## src/rtl/constraint_split_sched.sv

```systemverilog
// Constraint-split check sequencer.
// Latches candidate assignments from a candidate source into the shared holding register
// (via cand_latch_o), then walks the split select mux one split at a time, waiting SETTLE
// cycles after every select/latch change before sampling the muxed pass bit. Stops at the
// first failing split and retries with a new candidate until MAX_TRIES candidates have been
// consumed, then reports one verdict.
//
// Ports:
//   clk, rst_n        clock (rising edge), asynchronous active-low reset
//   start_i           begin a solve (only honoured while idle)
//   abort_i           cancel the current solve; overrides everything else
//   cand_valid_i      candidate available;  cand_ready_o: candidate accepted this cycle
//   cand_latch_o      one-cycle pulse to capture the accepted candidate
//   split_sel_o       split select;  split_x_i: pass bit of the selected split
//   res_valid_o       verdict available;  res_ready_i: verdict consumed
//   res_pass_o        all splits passed
//   res_tries_o       candidates consumed by this solve
//   res_fail_idx_o    split that rejected the last candidate (0 on pass)
//   busy_o            high whenever not idle
module constraint_split_sched #(
  parameter int unsigned NUM_SPLITS = 4,
  parameter int unsigned SEL_W      = 2,
  parameter int unsigned SETTLE     = 1,
  parameter int unsigned MAX_TRIES  = 1024,
  parameter int unsigned TRY_W      = 11
) (
  input  logic             clk,
  input  logic             rst_n,
  input  logic             start_i,
  input  logic             abort_i,
  input  logic             cand_valid_i,
  output logic             cand_ready_o,
  output logic             cand_latch_o,
  output logic [SEL_W-1:0] split_sel_o,
  input  logic             split_x_i,
  output logic             res_valid_o,
  input  logic             res_ready_i,
  output logic             res_pass_o,
  output logic [TRY_W-1:0] res_tries_o,
  output logic [SEL_W-1:0] res_fail_idx_o,
  output logic             busy_o
);

  localparam int unsigned CntW = $clog2(SETTLE + 1);
  localparam logic [SEL_W-1:0] LastSel  = SEL_W'(NUM_SPLITS - 1);
  localparam logic [TRY_W-1:0] MaxTries = TRY_W'(MAX_TRIES);
  localparam logic [CntW-1:0]  SettleLd = CntW'(SETTLE);

  typedef enum logic [2:0] {
    StIdle,
    StWaitCand,
    StSettle,
    StCheck,
    StDone
  } state_e;

  state_e           state_q, state_d;
  logic [SEL_W-1:0] sel_q, sel_d;
  logic [TRY_W-1:0] tries_q, tries_d;
  logic [CntW-1:0]  cnt_q, cnt_d;
  logic             latch_q, latch_d;
  logic             pass_q, pass_d;
  logic [TRY_W-1:0] rtries_q, rtries_d;
  logic [SEL_W-1:0] fidx_q, fidx_d;
  logic             valid_q, valid_d;
  logic             busy_q, busy_d;

  assign cand_ready_o = (state_q == StWaitCand) && !abort_i;

  always_comb begin
    state_d  = state_q;
    sel_d    = sel_q;
    tries_d  = tries_q;
    cnt_d    = cnt_q;
    latch_d  = 1'b0;
    pass_d   = pass_q;
    rtries_d = rtries_q;
    fidx_d   = fidx_q;

    if (abort_i && (state_q != StIdle)) begin
      // Abort freezes everything except the state; a pending verdict is dropped.
      state_d = StIdle;
    end else begin
      unique case (state_q)
        StIdle: begin
          if (start_i) begin
            state_d = StWaitCand;
            tries_d = '0;
          end
        end
        StWaitCand: begin
          if (cand_valid_i) begin
            latch_d = 1'b1;
            tries_d = tries_q + TRY_W'(1);
            sel_d   = '0;
            cnt_d   = SettleLd;
            state_d = StSettle;
          end
        end
        StSettle: begin
          if (cnt_q <= CntW'(1)) begin
            state_d = StCheck;
          end else begin
            cnt_d = cnt_q - CntW'(1);
          end
        end
        StCheck: begin
          if (split_x_i) begin
            if (sel_q == LastSel) begin
              state_d  = StDone;
              pass_d   = 1'b1;
              fidx_d   = '0;
              rtries_d = tries_q;
            end else begin
              sel_d   = sel_q + SEL_W'(1);
              cnt_d   = SettleLd;
              state_d = StSettle;
            end
          end else if (tries_q >= MaxTries) begin
            state_d  = StDone;
            pass_d   = 1'b0;
            fidx_d   = sel_q;
            rtries_d = tries_q;
          end else begin
            // sel_q keeps the rejecting split until the next candidate is accepted.
            state_d = StWaitCand;
          end
        end
        StDone: begin
          if (res_ready_i) begin
            state_d = StIdle;
          end
        end
        default: state_d = StIdle;
      endcase
    end

    valid_d = (state_d == StDone);
    busy_d  = (state_d != StIdle);
  end

  always_ff @(posedge clk or negedge rst_n) begin
    if (!rst_n) begin
      state_q  <= StIdle;
      sel_q    <= '0;
      tries_q  <= '0;
      cnt_q    <= '0;
      latch_q  <= 1'b0;
      pass_q   <= 1'b0;
      rtries_q <= '0;
      fidx_q   <= '0;
      valid_q  <= 1'b0;
      busy_q   <= 1'b0;
    end else begin
      state_q  <= state_d;
      sel_q    <= sel_d;
      tries_q  <= tries_d;
      cnt_q    <= cnt_d;
      latch_q  <= latch_d;
      pass_q   <= pass_d;
      rtries_q <= rtries_d;
      fidx_q   <= fidx_d;
      valid_q  <= valid_d;
      busy_q   <= busy_d;
    end
  end

  assign cand_latch_o   = latch_q;
  assign split_sel_o    = sel_q;
  assign res_valid_o    = valid_q;
  assign res_pass_o     = pass_q;
  assign res_tries_o    = rtries_q;
  assign res_fail_idx_o = fidx_q;
  assign busy_o         = busy_q;

endmodule

```

## config.mk

```make
export PLATFORM = sky130hd
export DESIGN_NAME = constraint_split_sched
export DESIGN_NICKNAME = d
export VERILOG_FILES = /design/src/rtl/constraint_split_sched.sv
export SDC_FILE = /design/constraint.sdc
export NUM_CORES = 1
export LEC_CHECK = 0
export CORE_UTILIZATION = 50
export CTS_CLUSTER_DIAMETER = 200
export DETAILED_ROUTE_END_ITERATION = 8
export PLACE_DENSITY = 0.84
export SLEW_MARGIN = 30
export SYNTH_ARGS = -nofsm -noshare
export SYNTH_HDL_FRONTEND = slang
export SYNTH_SLANG_ARGS = --single-unit
```

## constraint.sdc

```tcl
create_clock -name clk -period 2.35 [get_ports clk]
set_input_delay 0.5875 -clock clk [delete_from_list [all_inputs] [get_ports clk]]
set_output_delay 0.5875 -clock clk [all_outputs]
set_load 0.03 [all_outputs]
```

==> flow_metrics.env <==
export IMPL_status="completed"
export IMPL_async_reset_ff_frac=1.00
export IMPL_holdPathStages=2
export IMPL_max_slew_worst_pin_slew_ns=0.559
export IMPL_numClockSinks=33
export IMPL_vias=1105
export IMPL_dp_hpwl_um=2240
export IMPL_cts_buffers=5
export IMPL_first_global_vias=1198
export IMPL_worstRegToRegCells=5
export IMPL_hold_buffers=0
export IMPL_worstSetupEndpointType="primary output"
export IMPL_gp_congestion=0.741
export IMPL_synth_area_leaders="dfrtp_1 (51%), mux2_2 (8.3%), mux2_4 (3.7%)"
export IMPL_cts_tree="built"
export IMPL_rsz0062_at_grt="no"
export IMPL_syn2layout_area_growth_pct=21.2
export IMPL_synth_area_per_cell_um2=12.7
export IMPL_dieArea_um2=3500
export IMPL_maxCapViolations=0
export IMPL_netlist_instances=129
export IMPL_chipWidth_um=59.1
export IMPL_die_h_um=59.1
export IMPL_power_leakage_nw=0.894
export IMPL_irDropWorstVdd_v=0.000473
export IMPL_drive_gt1_frac=0.208
export IMPL_ioPinCount=27
export IMPL_vias_per_cell=5.44
export IMPL_holdCritPathClass="reg -> reg"
export IMPL_fmax_ghz=0.441
export IMPL_synth_top_area_cell="dfrtp_1"
export IMPL_htree_levels=2
export IMPL_clkLatencyLatePin_ns=0.33
export IMPL_dpl_cell_area_um2=1920
export IMPL_yosysWarnings=0
export IMPL_yosys_area_top_type_share=0.506
export IMPL_grt_max_degree=34
export IMPL_crit_path_start_kind="input port"
export IMPL_start_util=0.530
export IMPL_drt_iter0_drc=36
export IMPL_utilization=0.643
export IMPL_route_detailed_drc=0
export IMPL_seq_area_frac_synth=0.506
export IMPL_cp_required_ns=1.76
export IMPL_first_pass_iters=4
export IMPL_gr_usage_all_layers=0.216
export IMPL_cts_root_buf="clkbuf_4"
export IMPL_antenna_left=0
export IMPL_nets=168
export IMPL_final_seq_area_um2=826
export IMPL_final_area_um2=1980
export IMPL_worstSetupPathType="in -> out"
export IMPL_nFillCells=272
export IMPL_ctsLongestPathBuffers=2
export IMPL_multi_input_area_um2=771
export IMPL_grt_busiest_layer="met2"
export IMPL_gr_total_overflow=0
export IMPL_synth_ff_type="dfrtp_1"
export IMPL_hold_slack_ns=0.483
export IMPL_antenna_found_initial=0
export IMPL_io_buffers=26
export IMPL_setup_viol_count_final=0
export IMPL_critPathMaxFanout=8
export IMPL_synth_cell_types=42
export IMPL_slew_headroom=0.625
export IMPL_fin_crit_sh=0.964
export IMPL_arrival_ns=1.68
export IMPL_postCtsSetupRepairBufs=0
export IMPL_finalCriticalPeriod_ns=2.27
export IMPL_synth_most_common_cell="dfrtp_1"
export IMPL_wl_per_cell_um=15.2
export IMPL_total_power_mw=1.21
export IMPL_use_met1=0.260
export IMPL_diodes=0
export IMPL_finClkSkew_ns=0.00873
export IMPL_slew_violations=0
export IMPL_synth_nets=138
export IMPL_hold_violations=0
export IMPL_row_count=20
export IMPL_path_clk_slew_ns=0.08
export IMPL_synth_edff_count=0
export IMPL_synthTopCellsByCount="dfrtp_1 (33), mux2_2 (12), a21oi_1 (6), nor2_1 (6), o21ai_0 (6)"
export IMPL_power_density_nw_per_um2=612
export IMPL_cts_resized_gates=0
export IMPL_tns_ns=0
export IMPL_grtUsageMet2=0.362
export IMPL_synth_seq_cells=33
export IMPL_grt_pass1_wl_um=5440
export IMPL_use_met3=0.0524
export IMPL_coreArea_um2=3080
export IMPL_routed_wl_um=3080
export IMPL_syn_area_um2=1630
## kinds of logic (layout without fill, tap and decap cells)
group	after synthesis	count (layout)	share of synthesized area
buffers and inverters	6	36	0.0222
XOR/XNOR	6	6	0.0322
multiplexers	16	16	0.120
adder cells (fa/ha/maj)	2	2	0.0153
AND/OR/NAND/NOR	43	43	0.184
AO/OA/AOI/OAI	23	23	0.121
flip-flops	33	33	0.506
## per-stage QoR
stage,worst slack (ns),cells
global route,0.00964,203
floorplan,0.380,129
global placement,0.0862,196
detailed placement,0.0347,196
CTS,0.0879,203
finish,0.0841,203
## power breakdown
group	switching (mW)	internal, mW	total (mW)
Sequential	0.0574	0.605	0.662
Combinational	0.133	0.104	0.237
Clock	0.172	0.141	0.313
## path summary, 6_finish.rpt
check,start,end,slack [ns]
setup / recovery,abort_i,cand_ready_o,0.08
hold / removal,res_tries_o[6]$_DFFE_PN0P_,res_tries_o[6]$_DFFE_PN0P_,0.48
setup reg to reg,split_sel_o[0]$_DFFE_PN0P_,split_sel_o[1]$_DFFE_PN0P_,0.53
hold reg to reg,res_tries_o[6]$_DFFE_PN0P_,res_tries_o[6]$_DFFE_PN0P_,0.48
max in group asynchronous,rst_n,tries_q[3]$_DFFE_PN0P_,1.41
min in group asynchronous,rst_n,res_fail_idx_o[0]$_DFFE_PN0P_,0.65
## routing by layer
layer / up-vias / part of all wire
li1: 533 / -
met2: 18 / 0.51
met4: 0 / 0.0088
met1: 550 / 0.45
met5: - / 0
met3: 4 / 0.029
## layout make-up
type                            count  share of cell area
Sequential cell                    33               0.417
Clock buffer                        7              0.0278
Tap cell                           44              0.0278
Timing Repair Buffer               27               0.134
Multi-Input combinational cell     90               0.389
Inverter                            2             0.00379
## registers in the layout, indices dropped and copies added (netlist names)
name            flops
state_q             3
res_tries_o        11
split_sel_o         2
res_pass_o          1
tries_q            11
cand_latch_o        1
busy_o              1
res_fail_idx_o      2
res_valid_o         1
## placed cells by master, fill, tap and decap left out, drive strengths merged, types with 3 or more instances in the layout
cell type       n
dfrtp          33
clkdlybuf4s50  25
mux2           16
nor2            7
clkbuf          7
o21ai           6
a21oi           6
nand2b          6
nand2           5
and3            4
a211oi          3
xnor2           3
xor2            3
nor3            3
o211ai          3
## critical path, cell delays in order
cell	delay [ns]
clkdlybuf4s50_1	0.51
nand2b_1	0.23
nor3_1	0.16
buf_4	0.19
Note: power is estimated with default switching activity, not from simulation.
